### src/rtl/alu_pkg.sv
// Shared definitions for the logic-unit result path.
//   SEL_*          : operation select encodings carried with each result
//   stage_state_e  : occupancy state of the result stage skid buffer
//   AluWidth       : default result width, one bit per logic-unit slice
package alu_pkg;

  localparam int unsigned AluWidth = 32;

  localparam logic [1:0] SEL_AND = 2'b00;
  localparam logic [1:0] SEL_OR  = 2'b01;
  localparam logic [1:0] SEL_XOR = 2'b10;
  localparam logic [1:0] SEL_NOT = 2'b11;

  typedef enum logic [1:0] {
    StEmpty,
    StOne,
    StFull
  } stage_state_e;

endpackage

### src/rtl/alu_result_stage_if.sv
// Handshake bundle between the logic unit array, the result stage and its consumer.
//   in_*  : upstream result channel (valid/ready, result word, select tag)
//   out_* : downstream result channel with derived flags
// Optional out_parity signal exists only when ALU_PARITY_FLAG_EN is defined.
// Modports: slave = the result stage, master = the surrounding environment.
interface alu_result_stage_if #(
  parameter int unsigned WIDTH = alu_pkg::AluWidth
);

  logic             in_valid;
  logic             in_ready;
  logic [WIDTH-1:0] in_result;
  logic [1:0]       in_sel;

  logic             out_valid;
  logic             out_ready;
  logic [WIDTH-1:0] out_result;
  logic [1:0]       out_sel;
  logic             out_zero;
  logic             out_neg;
`ifdef ALU_PARITY_FLAG_EN
  logic             out_parity;
`endif

  modport slave (
    input  in_valid, in_result, in_sel, out_ready,
    output in_ready, out_valid, out_result, out_sel, out_zero, out_neg
`ifdef ALU_PARITY_FLAG_EN
    , output out_parity
`endif
  );

  modport master (
    output in_valid, in_result, in_sel, out_ready,
    input  in_ready, out_valid, out_result, out_sel, out_zero, out_neg
`ifdef ALU_PARITY_FLAG_EN
    , input out_parity
`endif
  );

endinterface

### src/rtl/alu_flag_gen.sv
// Combinational status flag generator for one result word.
//   result : result word (input)
//   zero   : result is all zeros
//   neg    : most significant bit of result
//   parity : XOR-reduction of result (only with ALU_PARITY_FLAG_EN)
module alu_flag_gen #(
  parameter int unsigned WIDTH = 32
) (
  input  logic [WIDTH-1:0] result,
  output logic             zero,
  output logic             neg
`ifdef ALU_PARITY_FLAG_EN
  ,
  output logic             parity
`endif
);

  assign zero = (result == '0);
  assign neg  = result[WIDTH-1];
`ifdef ALU_PARITY_FLAG_EN
  assign parity = ^result;
`endif

endmodule

### src/rtl/alu_result_stage.sv
// Registered output stage for the logic unit array: captures result + select through a
// valid/ready handshake, derives flags on the way in and buffers up to two beats
// (main + skid) so downstream back-pressure never drops or duplicates a result.
//   clk, rst  : clock, synchronous active-high reset
//   bus       : alu_result_stage_if slave (in_* upstream channel, out_* downstream channel)
//   txn_count : saturating count of output handshakes since reset
// Optional feature macro: ALU_PARITY_FLAG_EN adds out_parity and its storage.
// The interface instance must be built with the same WIDTH as this module.
module alu_result_stage
  import alu_pkg::*;
#(
  parameter int unsigned WIDTH = AluWidth,
  parameter int unsigned CNT_W = 16
) (
  input  logic               clk,
  input  logic               rst,
  alu_result_stage_if.slave  bus,
  output logic [CNT_W-1:0]   txn_count
);

  stage_state_e state_q;

  logic [WIDTH-1:0] main_result_q, skid_result_q;
  logic [1:0]       main_sel_q, skid_sel_q;
  logic             main_zero_q, skid_zero_q;
  logic             main_neg_q, skid_neg_q;
`ifdef ALU_PARITY_FLAG_EN
  logic             main_parity_q, skid_parity_q;
  logic             in_parity;
`endif
  logic [CNT_W-1:0] txn_count_q;

  logic in_zero, in_neg;
  logic accept, take;
  logic load_main_in, load_skid_in, load_main_skid;

  // Flags are derived once, at accept time, and travel with the data.
  alu_flag_gen #(
    .WIDTH (WIDTH)
  ) u_flag_gen (
    .result (bus.in_result),
    .zero   (in_zero),
    .neg    (in_neg)
`ifdef ALU_PARITY_FLAG_EN
    ,
    .parity (in_parity)
`endif
  );

  // in_ready depends only on stored state and reset, never on out_ready.
  assign bus.in_ready  = (state_q != StFull) && !rst;
  assign bus.out_valid = (state_q != StEmpty);

  assign accept = bus.in_valid && bus.in_ready;
  assign take   = bus.out_valid && bus.out_ready;

  always_comb begin
    load_main_in   = 1'b0;
    load_skid_in   = 1'b0;
    load_main_skid = 1'b0;
    unique case (state_q)
      StEmpty: load_main_in = accept;
      StOne: begin
        load_main_in = accept && take;
        load_skid_in = accept && !take;
      end
      StFull:  load_main_skid = take;
      default: ;
    endcase
  end

  always_ff @(posedge clk) begin
    if (rst) begin
      state_q <= StEmpty;
    end else begin
      unique case (state_q)
        StEmpty: if (accept) state_q <= StOne;
        StOne: begin
          if (accept && !take) begin
            state_q <= StFull;
          end else if (!accept && take) begin
            state_q <= StEmpty;
          end
        end
        StFull:  if (take) state_q <= StOne;
        default: state_q <= StEmpty;
      endcase
    end
  end

  always_ff @(posedge clk) begin
    if (rst) begin
      main_result_q <= '0;
      main_sel_q    <= '0;
      main_zero_q   <= 1'b0;
      main_neg_q    <= 1'b0;
      skid_result_q <= '0;
      skid_sel_q    <= '0;
      skid_zero_q   <= 1'b0;
      skid_neg_q    <= 1'b0;
`ifdef ALU_PARITY_FLAG_EN
      main_parity_q <= 1'b0;
      skid_parity_q <= 1'b0;
`endif
    end else begin
      if (load_main_in) begin
        main_result_q <= bus.in_result;
        main_sel_q    <= bus.in_sel;
        main_zero_q   <= in_zero;
        main_neg_q    <= in_neg;
`ifdef ALU_PARITY_FLAG_EN
        main_parity_q <= in_parity;
`endif
      end else if (load_main_skid) begin
        main_result_q <= skid_result_q;
        main_sel_q    <= skid_sel_q;
        main_zero_q   <= skid_zero_q;
        main_neg_q    <= skid_neg_q;
`ifdef ALU_PARITY_FLAG_EN
        main_parity_q <= skid_parity_q;
`endif
      end
      if (load_skid_in) begin
        skid_result_q <= bus.in_result;
        skid_sel_q    <= bus.in_sel;
        skid_zero_q   <= in_zero;
        skid_neg_q    <= in_neg;
`ifdef ALU_PARITY_FLAG_EN
        skid_parity_q <= in_parity;
`endif
      end
    end
  end

  // Saturating delivered-result counter; reset wins over a take on the same edge.
  always_ff @(posedge clk) begin
    if (rst) begin
      txn_count_q <= '0;
    end else if (take && (txn_count_q != '1)) begin
      txn_count_q <= txn_count_q + CNT_W'(1);
    end
  end

  assign bus.out_result = main_result_q;
  assign bus.out_sel    = main_sel_q;
  assign bus.out_zero   = main_zero_q;
  assign bus.out_neg    = main_neg_q;
`ifdef ALU_PARITY_FLAG_EN
  assign bus.out_parity = main_parity_q;
`endif
  assign txn_count = txn_count_q;

endmodule

### src/flat_wrapper.sv
// flat-port wrapper written by rule: the top's interface ports become plain ports
module alu_result_stage_flat import alu_pkg::*;
#(
  parameter int unsigned WIDTH = AluWidth,
  parameter int unsigned CNT_W = 16
)
  (clk, rst, txn_count, bus_in_valid, bus_in_result, bus_in_sel, bus_out_ready, bus_in_ready, bus_out_valid, bus_out_result, bus_out_sel, bus_out_zero, bus_out_neg);
  alu_result_stage_if #(.WIDTH(WIDTH)) bus_i ();
  input  logic clk;
  input  logic rst;
  output logic [CNT_W-1:0] txn_count;
  input wire logic [$bits(bus_i.in_valid)-1:0] bus_in_valid;
  input wire logic [$bits(bus_i.in_result)-1:0] bus_in_result;
  input wire logic [$bits(bus_i.in_sel)-1:0] bus_in_sel;
  input wire logic [$bits(bus_i.out_ready)-1:0] bus_out_ready;
  output wire logic [$bits(bus_i.in_ready)-1:0] bus_in_ready;
  output wire logic [$bits(bus_i.out_valid)-1:0] bus_out_valid;
  output wire logic [$bits(bus_i.out_result)-1:0] bus_out_result;
  output wire logic [$bits(bus_i.out_sel)-1:0] bus_out_sel;
  output wire logic [$bits(bus_i.out_zero)-1:0] bus_out_zero;
  output wire logic [$bits(bus_i.out_neg)-1:0] bus_out_neg;
  assign bus_i.in_valid = bus_in_valid;
  assign bus_i.in_result = bus_in_result;
  assign bus_i.in_sel = bus_in_sel;
  assign bus_i.out_ready = bus_out_ready;
  assign bus_in_ready = bus_i.in_ready;
  assign bus_out_valid = bus_i.out_valid;
  assign bus_out_result = bus_i.out_result;
  assign bus_out_sel = bus_i.out_sel;
  assign bus_out_zero = bus_i.out_zero;
  assign bus_out_neg = bus_i.out_neg;
  alu_result_stage #(.WIDTH(WIDTH), .CNT_W(CNT_W)) u_core (.clk(clk), .rst(rst), .bus(bus_i), .txn_count(txn_count));
endmodule
### config.mk
export PLATFORM = sky130hd
export DESIGN_NAME = alu_result_stage_flat
export DESIGN_NICKNAME = d
export VERILOG_FILES = /design/src/rtl/alu_pkg.sv /design/src/rtl/alu_result_stage_if.sv /design/src/rtl/alu_flag_gen.sv /design/src/rtl/alu_result_stage.sv /design/src/flat_wrapper.sv
export SDC_FILE = /design/constraint.sdc
export NUM_CORES = 1
export LEC_CHECK = 0
export ABC_AREA = 1
export ABC_CLOCK_PERIOD_IN_PS = 4690
export BUFFER_PORTS_ARGS = -buffer_cell sky130_fd_sc_hd__buf_2
export CAP_MARGIN = 20
export CELL_PAD_IN_SITES_DETAIL_PLACEMENT = 1
export CELL_PAD_IN_SITES_GLOBAL_PLACEMENT = 1
export CORE_ASPECT_RATIO = 1.1
export CORE_MARGIN = 2
export CORE_UTILIZATION = 41
export CTS_BUF_LIST = sky130_fd_sc_hd__clkbuf_8 sky130_fd_sc_hd__clkbuf_16
export DETAILED_ROUTE_END_ITERATION = 12
export PLACE_DENSITY = 0.91
export SLEW_MARGIN = 10
export SYNTH_ARGS = -nofsm -noshare
export SYNTH_HDL_FRONTEND = slang
export SYNTH_SLANG_ARGS = --single-unit
### constraint.sdc
create_clock -name clk -period 4.69 [get_ports clk]
set_clock_uncertainty 0.1 [all_clocks]
set_input_delay 0.938 -clock clk [delete_from_list [all_inputs] [get_ports clk]]
set_output_delay 0.938 -clock clk [all_outputs]
set_load 0.05 [all_outputs]
After elaboration in Yosys (flattened, before gate mapping):

Cells that the tools add are included.

* flip-flop bits (word level): 90
* input port bits: 38
* output and inout port bits: 54
* logic and storage cells: 49

* add/sub/neg operators: 1
* equality and inequality tests: 7
* multiplexer cells: 16
* reductions and logical operators: 15

Operators with widths (number)
* two-way mux 32 bit: 2
* zero test 32 bit: 1
* adder 16 x 1 -> 16 bit (second input constant): 1
* inequality test 16 bit (second input constant): 1
* two-way mux 2 bit: 6
* logical AND 1 bit: 7
* two-way mux 1 bit: 6
* one-hot mux 2 bit (3 select lines): 1
* inequality test 2 x 1 -> 1 bit (second input constant): 2
* nonzero test 2 bit: 2
* zero test 1 bit: 3
* inequality test 3 x 1 -> 1 bit (second input constant): 1
* AND reduction 3 bit: 1
* == test 2 x 1 -> 1 bit (second input constant): 1
* == test 2 bit (second input constant): 1
* zero test 2 bit: 1
* inequality test 2 bit (second input constant): 1
* one-hot mux 1 bit (2 select lines): 1

Longest topological paths before layout:

Gate-level depths: netlist (run 1).

* word-level depth: 8
* gate-level depth with buffers: 9

By module:

From an unflattened synthesis (run 1), not the netlist that was laid out.

* cells, all modules: 587
* area total of the unflattened synthesis: 4201.5 µm²

By module, submodules not included
* alu_result_stage: times used 1, cells an instance 555, area each 4077.7 µm², seq. area each 1801.7 µm²
* alu_flag_gen: times used 1, cells an instance 32, area each 123.9 µm², seq. area each 0.0 µm²

Worst setup path after synthesis (run 1):

No wires, ideal clock.

* kind: input port to output port
* start: in rst
* end: out bus_in_ready
* data arrival time: 1.900 ns
* path slack: 1.752 ns
* stages: 2
* path buffers: 1
* cells stage by stage: buf_1 nor2_1

* word-level cells in the longest chain between the ends: 2

Ends and longest elaborated chain
* start, declared: line flat_wrapper.sv:10 `input logic rst;`
* zero test 1 bit: line alu_result_stage.sv:51 `assign bus.in_ready = (state_q != StFull) && !rst;`
* logical AND 1 bit: line alu_result_stage.sv:51
* end, declared: line flat_wrapper.sv:16 `output wire logic [$bits(bus_i.in_ready)-1:0] bus_in_ready;`

Every way passes these cells.

Worst setup path in the final report (run 1):

Ends and elaborated chain as after synthesis.

==> results.json, run 1 <==
{
  "num_io_pins": 92,
  "grt_pass1_wl_mm": 18.1,
  "fin_crit_ns": 2.64,
  "clock_latency_ns": 0.35,
  "vias_per_cell": 5.26,
  "synth_ff_type": "dfxtp_1",
  "worstSetupPathType": "input port to output port",
  "synth_seq_cells": 88,
  "worstPathArrival_ns": 1.61,
  "r2r-end": "u_core.bus.out_result[1]",
  "synth.largest_area_cell": "dfxtp_1",
  "layout-drive-gt1-share_pct": 22.8,
  "grt_pass1_vias": 3904,
  "r2r_start": "u_core.state_q[1]",
  "synth_edf_count": 0,
  "final_antenna_net_count": 0,
  "synth_top_area_share_pct": 45.4,
  "vias": 3826,
  "hold_path.class": "flop to flop",
  "grt_max_degree": 78,
  "max_cap_viol_count": 0,
  "cp.required_ns": 3.65,
  "cts_tree": "built",
  "cts-root-buf": "clkbuf_8",
  "fin_crit_sh_pct": 56.4,
  "slew_headroom_pct": 49.4,
  "synthTopCellsByArea": "dfxtp_1 45%, nand2_1 12%, o21ai_0 7.9%",
  "grt_remaining_overflow": 0,
  "final_nets": 645,
  "place_area_um2": 4340,
  "worst_hold_path.num_cells": 2,
  "post_cts_resized": 0,
  "cts_setup_buffers": 0,
  "fp.dieArea_um2": 10300,
  "cts-htree-levels": 3,
  "clk_pin_slew_ns": 0.09,
  "first_pass_iters": 5,
  "rows": 37,
  "synthTopCellsByCount": "121 x nand2_1, 88 x dfxtp_1, 79 x nor2_1",
  "endpoint_kind": "output port",
  "synthArstFlopShare_pct": 0,
  "mappedNetlistNets": 572,
  "synth.yosys.seq_area_share_pct": 45.4,
  "yosys_warnings": 0,
  "cts_hold_buffers": 0,
  "route.detailed.drc": 0,
  "clock_path_buffers": 2,
  "status": "complete, no violations",
  "final_area_um2": 4580,
  "tightestPinTransition_ns": 0.756,
  "n_antenna_cell": 0,
  "rsz0062_at_grt": "false",
  "ff2ff_path_depth": 6,
  "syn-cell-area_um2": 3880,
  "core_area_um2": 9260,
  "setup_viol": 0,
  "setup_tns_ns": 0,
  "syn2layout_area_growth_pct": 18.0,
  "fmax_mhz": 378,
  "gp_congestion": 0.750,
  "initial_utilization_pct": 41.9,
  "antenna_found_initial": 0,
  "slew_violations": 0,
  "wl_per_cell_um": 14.7,
  "dpl.hpwl_mm": 7.16,
  "synth_most_common_cell": "nand2_1",
  "fill_cells": 1212,
  "clock-sinks": 88,
  "crit_path_start_kind": "input port",
  "synthCells": 533,
  "holdPathEnd": "u_core.bus.out_result[24]",
  "drt_iter0_markers": 148,
  "cp_max_fo": 14,
  "synth.avg_cell_area_um2": 7.27,
  "hold_violations": 0,
  "die-width_um": 96.7,
  "port_buffers": 91,
  "drt_wl_total_mm": 10.7,
  "numCtsBuffers": 9,
  "r2r_setup_slack_ns": 2.48,
  "ys_types": 29,
  "die_h_um": 106,
  "ir_worst_vdd_mv": 0.163,
  "final_util_pct": 49.4,
  "grt_usage_pct": 21.2,
  "leakagePower_nw": 1.97,
  "powerDensity_nw_per_um2": 364,
  "hp-start": "u_core.bus.out_result[24]"
}
state kept, by name, indices dropped and copies added, names as in the netlist:
name / flops
u_core.bus.out_result: 32
u_core.txn_count: 16
u_core.state_q: 2
u_core.bus.out_zero: 1
u_core.skid_result_q: 32
u_core.bus.out_sel: 2
u_core.skid_zero_q: 1
u_core.skid_sel_q: 2
routing by layer:
metal	part of all wire (%)	routed length [um]	up-vias	track usage (%)
met5	0	0	-	0
met4	1.6	167	0	7.85
met3	3.6	387	14	3.55
met2	52	5520	68	38.4
met1	43	4620	1849	25.1
li1	-	-	1895	-
through the flow:
stage | hold slack, ns | setup slack (ns) | std cells | total power [mW]
floorplan | 0.344 | 1.75 | 533 | 0.996
global placement | 0.364 | 1.78 | 712 | 1.06
detailed placement | 0.374 | 1.71 | 712 | 1.07
CTS | 0.388 | 2.03 | 727 | 1.68
global route | 0.404 | 1.83 | 727 | 1.74
finish | 0.388 | 2.05 | 727 | 1.67
how the worst max path moves through the flow:
stage | startpoint | end | slack [ns] | depth (start not counted)
floorplan | rst | bus_in_ready | 1.75 | 2
global placement | rst | u_core.bus.out_zero | 1.78 | 8
detailed placement | rst | u_core.bus.out_result[20] | 1.71 | 7
CTS | rst | bus_in_ready | 2.03 | 3
global route | rst | u_core.bus.out_result[29] | 1.83 | 7
finish | rst | bus_in_ready | 2.05 | 3
report_power, final:
part	total, mW	leakage, nW	internal (mW)	switching, mW
logic	0.247	1.14	0.0623	0.184
clock network	0.620	0.117	0.350	0.270
registers	0.801	0.717	0.781	0.0201
total	1.67	1.97	1.19	0.475
cells by family after synthesis:
| group | after synthesis | share of synthesized area [%] |
|---|---|---|
| AOI/OAI and AO/OA | 135 | 19.7 |
| DFF | 88 | 45.4 |
| and+or+nand+nor | 237 | 25.6 |
| adders and majority gates | 1 | 0.323 |
| xor gates and xnor gates | 7 | 1.58 |
| buffers and inverters | 65 | 7.42 |
worst max-delay path: stages:
cell    delay (ns)
buf_2         0.34
nor2_1        0.10
buf_2         0.23
cells in the final DEF, fill, tap and decap left out, types with 3 or more instances in the layout:
cell type,netlist,layout
bufinv_16,0,3
nand2_1,121,121
a21oi_2,10,10
a21oi_1,17,17
xor2_1,4,4
inv_1,28,29
nor2_2,5,4
nand2_2,6,6
dfxtp_1,88,88
nor2_4,3,4
buf_2,7,91
clkbuf_8,0,9
nand4_1,9,9
nor2_1,79,79
o21ai_1,11,11
o21ai_0,61,61
nand3_1,11,11
xnor2_1,3,3
inv_2,5,5
buf_4,5,3
a31oi_1,34,34
layout make-up:
class	count	area [um2]	share of cell area (%)
inverters	33	124	2.71
flip-flops and latches	88	1760	38.5
multi-input cells	380	1830	40.0
clock buffers	9	124	2.71
repair buffers	94	478	10.4
clock inverters	6	110	2.41
well taps	117	146	3.20
No activity file was read; power rests on OpenSTA's default activity.
==> inputs of run 2 (changes only) <==
- ABC_AREA: 1 -> 0
- ABC_CLOCK_PERIOD_IN_PS: 4690 -> 2800
- CORE_UTILIZATION: 41 -> 38
- PLACE_DENSITY: 0.91 -> 0.85
- clock period: 4.69 -> 2.8 ns (I/O delays scaled with it)
==> run 2 against run 1 <==
Against the previous run: die area rose by 4.0%; synthesized cell count is 11% lower; combinational power up 59%; worst setup slack worse by 1.5 ns; worst hold slack got worse by 0.035 ns; via count is 0.58% lower; global-route usage increased by 0.59 points; routed wire length grew 7.8%; register-to-register slack worse by 1.8 ns; utilization decreased by 2.6 points; sequential share of layout area grew 0.14 points; flip-flop and latch count unchanged.
==> results.json, run 2 <==
{
  "vias_per_cell": 5.64,
  "n_antenna_cell": 0,
  "slowest_stage": "dfxtp_1",
  "worstPathArrival_ns": 1.60,
  "clock_path_buffers": 2,
  "rows": 38,
  "yosys_warnings": 0,
  "synth_top_area_share_pct": 47.1,
  "antenna_found_initial": 0,
  "synth.avg_cell_area_um2": 7.85,
  "path_delay_family": "simple AND/OR/NAND/NOR gates",
  "instances_no_fill": 675,
  "regArea_um2": 1760,
  "cts-root-buf": "clkbuf_8",
  "leakagePower_nw": 1.72,
  "gp_congestion": 0.748,
  "fill_cells": 1205,
  "synthCells": 477,
  "endpoint_kind": "output port",
  "route.detailed.drc": 0,
  "tightestPinTransition_ns": 0.949,
  "ys_types": 42,
  "rsz0062_at_grt": "false",
  "synthTopCellsByArea": "dfxtp_1 47%, nand2_1 11%, a311oi_1 8.0%",
  "cts_tree": "built",
  "synthTopCellsByCount": "109 x nand2_1, 88 x dfxtp_1, 49 x a21oi_1",
  "dpl.hpwl_mm": 7.65,
  "grt_max_degree": 91,
  "die_h_um": 108,
  "synth_ff_type": "dfxtp_1",
  "ir_worst_vdd_mv": 0.282,
  "numCtsBuffers": 9,
  "fin_crit_sh_pct": 80.7,
  "cp_max_fo": 16,
  "drt_wl_total_mm": 11.5,
  "hold_violations": 0,
  "slew_violations": 0,
  "clock-sinks": 88,
  "grt_remaining_overflow": 0,
  "placed_cells": 660,
  "synth_seq_cells": 88,
  "setup_viol": 0,
  "synth.yosys.seq_area_share_pct": 47.1,
  "final_util_pct": 46.8,
  "grt_usage_pct": 21.8,
  "final_antenna_net_count": 0,
  "worstSetupPathType": "flop to output port",
  "post_cts_resized": 0,
  "layout_common_cells": "109 x nand2_1, 91 x buf_2, 88 x dfxtp_1",
  "num_io_pins": 92,
  "core_area_um2": 9750,
  "setup_tns_ns": 0,
  "clock_latency_ns": 0.36,
  "max_stage_delay_ns": 0.50,
  "final_common_cell": "nand2_1",
  "powerDensity_nw_per_um2": 613,
  "clk_pin_slew_ns": 0.09,
  "final_nets": 590,
  "status": "complete, no violations",
  "place_ws_ns": 0.469,
  "syn-cell-area_um2": 3740,
  "syn2layout_area_growth_pct": 21.9,
  "slew_headroom_pct": 36.7,
  "synth_most_common_cell": "nand2_1",
  "fin_ws_ns": 0.539,
  "die-width_um": 98.6,
  "synth.largest_area_cell": "dfxtp_1",
  "wl_per_cell_um": 17.1,
  "fmax_mhz": 442,
  "grt_pass1_wl_mm": 19.0,
  "synthArstFlopShare_pct": 0,
  "hold_path.class": "input port to flop",
  "port_buffers": 91,
  "crit_path_start_kind": "flop",
  "critPathBufInv": 1,
  "multiInputGateArea_um2": 1820,
  "grt_pass1_vias": 3887,
  "timing.critical_path.cells": "nor2b_4, nor2_1, buf_2",
  "whs_ns": 0.353,
  "synth_edf_count": 0,
  "vias": 3804,
  "cts-htree-levels": 3,
  "layout-drive-gt1-share_pct": 23.2,
  "mappedNetlistNets": 516,
  "cts_hold_buffers": 0,
  "initial_utilization_pct": 38.4,
  "cp.required_ns": 2.14,
  "first_pass_iters": 4,
  "drt_iter0_markers": 176,
  "cts_setup_buffers": 0,
  "fp.dieArea_um2": 10700,
  "fin_crit_ns": 2.26,
  "max_cap_viol_count": 0
}
run 2: layer usage:
layer | wire length, um | vias to the layer above | global-route usage (%)
met5 | 0 | - | 0
li1 | - | 1840 | -
met3 | 466 | 13 | 3.88
met1 | 5040 | 1861 | 26.7
met2 | 5860 | 90 | 38.6
met4 | 167 | 0 | 7.24
run 2: cell type report:
| type | instances | area share (%) |
|---|---|---|
| inverter | 1 | 0.0823 |
| tap | 120 | 3.29 |
| sequential | 88 | 38.6 |
| timing repair buffer | 104 | 12.7 |
| multi-input combinational | 347 | 40.0 |
| clock buffer | 10 | 3.02 |
| clock inverter | 5 | 2.30 |
run 2: tightest hold or removal path: cells and delay by family:
kind                   cells  cell delay (ns)
buffers and inverters      1             0.11
AO/OA/AOI/OAI              1             0.05
AND/OR/NAND/NOR            1             0.05
run 2: where the power goes:
group	switching, mW	internal (mW)	total [mW]
Combinational	0.290	0.103	0.393
Clock	0.462	0.612	1.07
Sequential	0.0308	1.30	1.33
Total	0.783	2.01	2.80
run 2: metrics by stage:
step	power, mW	area (um2)
2_1_floorplan	1.62	3740
5_1_grt	2.90	4560
6_report	2.80	4560
3_5_place_dp	1.75	4320
4_1_cts	2.82	4560
3_3_place_gp	1.74	4320
run 2: path summary, 6_finish.rpt:
path              cells past startpoint                      from  slack, ns                        to
hold / removal                        3         bus_in_result[20]       0.35  u_core.skid_result_q[20]
hold reg to reg                       2  u_core.skid_result_q[19]       0.36  u_core.skid_result_q[19]
setup reg to reg                      4         u_core.state_q[0]       0.67      u_core.txn_count[13]
setup / recovery                      3         u_core.state_q[1]       0.54              bus_in_ready
run 2: logic make-up (layout without fill, tap and decap cells):
kind of cell,Yosys count,count (layout),share of synthesized area [%]
buffers and inverters,42,120,4.45
multiplexers,2,2,0.568
adder cells (fa/ha/maj),1,1,0.334
AND/OR/NAND/NOR,241,241,29.4
AO/OA/AOI/OAI,103,103,18.2
flip-flops,88,88,47.1
==> inputs of run 3 (changes only) <==
- ABC_CLOCK_PERIOD_IN_PS: 2800 -> 2050
- CORE_UTILIZATION: 38 -> 34
- PLACE_DENSITY: 0.85 -> 0.8
- clock period: 2.8 -> 2.05 ns (I/O delays scaled with it)
==> run 3 against run 2 <==
Against the previous run: worst setup slack worse by 0.43 ns; flip-flop and latch count stayed put; routed wire length is 0.69% lower; sequential share of layout area is 1.1 points lower; total power is 40% higher; non-clock buffer count is 8 higher; die area is 11% higher; critical path type is now flop to flop; largest cell class unchanged.
==> results.json, run 3 (synthesis results as in run 2) <==
{
  "rsz0062_at_grt": "false",
  "tightestPinTransition_ns": 0.665,
  "max_stage_delay_ns": 0.53,
  "wl_per_cell_um": 16.1,
  "num_io_pins": 92,
  "hp-start": "bus_in_result[10]",
  "die-width_um": 104,
  "status": "complete, no violations",
  "worst_hold_path.num_cells": 3,
  "vias_per_cell": 5.27,
  "fp.dieArea_um2": 11900,
  "path_delay_family": "simple AND/OR/NAND/NOR gates",
  "slowest_stage": "or3_2",
  "syn2layout_area_growth_pct": 26.7,
  "endpoint_kind": "flop",
  "critPathBufInv": 0,
  "ff2ff_path_depth": 5,
  "gp_congestion": 0.784,
  "whs_ns": 0.231,
  "powerDensity_nw_per_um2": 823,
  "r2r_start": "u_core.txn_count[0]",
  "slew_headroom_pct": 55.7,
  "cp_max_fo": 6,
  "cp.required_ns": 2.21,
  "worstPathArrival_ns": 2.10,
  "slew_violations": 0,
  "layout-drive-gt1-share_pct": 26.8,
  "initial_utilization_pct": 34.6,
  "fmax_mhz": 515,
  "crit_path_start_kind": "flop",
  "antenna_found_initial": 0,
  "route.detailed.drc": 0,
  "clock_latency_ns": 0.34,
  "clock_path_buffers": 2,
  "final_util_pct": 43.9,
  "n_antenna_cell": 0,
  "fin_crit_sh_pct": 94.7,
  "core_area_um2": 10800,
  "hold_violations": 0,
  "vias": 3744,
  "grt_max_degree": 62,
  "setup_viol": 0,
  "hold_path.class": "input port to flop",
  "post_cts_resized": 0,
  "final_nets": 598,
  "leakagePower_nw": 1.80,
  "layout_common_cells": "109 x nand2_1, 91 x buf_2, 76 x dfxtp_1",
  "holdPathEnd": "u_core.skid_result_q[10]",
  "setup_tns_ns": 0,
  "numCtsBuffers": 9,
  "max_cap_viol_count": 0,
  "grt_usage_pct": 19.9,
  "cts_tree": "built",
  "cts_hold_buffers": 0,
  "grt_pass1_wl_mm": 19.1,
  "grt_remaining_overflow": 0,
  "first_pass_iters": 4,
  "dpl.hpwl_mm": 7.71,
  "rows": 40,
  "worstSetupPathType": "flop to flop",
  "final_antenna_net_count": 0,
  "die_h_um": 114,
  "cts-root-buf": "clkbuf_16",
  "cts_setup_buffers": 0,
  "drt_wl_total_mm": 11.5,
  "drt_iter0_markers": 110,
  "port_buffers": 91,
  "grt_pass1_vias": 3812,
  "final_common_cell": "nand2_1",
  "clock-sinks": 88,
  "startpoint": "u_core.txn_count[0]",
  "r2r_setup_slack_ns": 0.11,
  "clk_pin_slew_ns": 0.06,
  "cts-htree-levels": 3,
  "timing.critical_path.cells": "ha_1, nand3_2, or3_2, or3_1, a21oi_1",
  "r2r-end": "u_core.txn_count[8]",
  "ir_worst_vdd_mv": 0.319,
  "fin_crit_ns": 1.94
}
==> run 3: changes by cell type in the layout (fill, tap and decap cells not counted), moves of 2 or more <==
cell	delta
bufinv_16	-3
clkbuf_8	-8
inv_1	+2
buf_4	+7
dfxtp_1	-12
dfxtp_2	+11
clkbuf_16	+9
==> run 3: layout make-up <==
type / count / area [um2]
well taps: 147 / 184
clock inverters: 4 / 22.5
fillers: 1360 / 6070
clock buffers: 11 / 253
repair buffers: 112 / 651
flip-flops and latches: 88 / 1780
multi-input cells: 347 / 1850
inverters: 1 / 3.75
==> run 3: worst register-to-register path, cell delays in order, from the launching register on <==
cell,delay [ns]
dfxtp_2,0.38
ha_1,0.23
nand3_2,0.14
or3_2,0.53
or3_1,0.36
a21oi_1,0.14
==> run 3: routing by layer <==
metal,track usage [%],vias to the layer above,routed length [um]
li1,-,1865,-
met1,25.7,1802,5380
met2,34.0,65,5540
met3,3.26,12,349
met4,6.67,0,179
met5,0,-,0
==> run 3: power breakdown <==
group / internal, mW / total (mW) / switching, mW / leakage [nW]
clock network: 0.873 / 1.54 / 0.671 / 0.136
logic: 0.149 / 0.549 / 0.400 / 0.941
registers: 1.77 / 1.81 / 0.0365 / 0.723
total: 2.80 / 3.90 / 1.11 / 1.80
==> run 3: how the worst max path moves through the flow <==
stage,depth (start not counted),end
floorplan,5,u_core.txn_count[8]
global placement,5,u_core.txn_count[15]
detailed placement,5,u_core.txn_count[8]
CTS,5,u_core.txn_count[8]
global route,4,u_core.txn_count[15]
finish,5,u_core.txn_count[8]
==> run 3: through the flow <==
| stage | power [mW] | area (um2) | setup slack [ns] | std cells |
|---|---|---|---|---|
| 2_1_floorplan | 2.22 | 3760 | -0.0168 | 477 |
| 3_3_place_gp | 2.39 | 4440 | 0.149 | 695 |
| 3_5_place_dp | 2.40 | 4440 | 0.0973 | 695 |
| 4_1_cts | 3.94 | 4720 | 0.0576 | 710 |
| 5_1_grt | 4.06 | 4740 | 0.00830 | 710 |
| 6_report | 3.90 | 4740 | 0.108 | 710 |
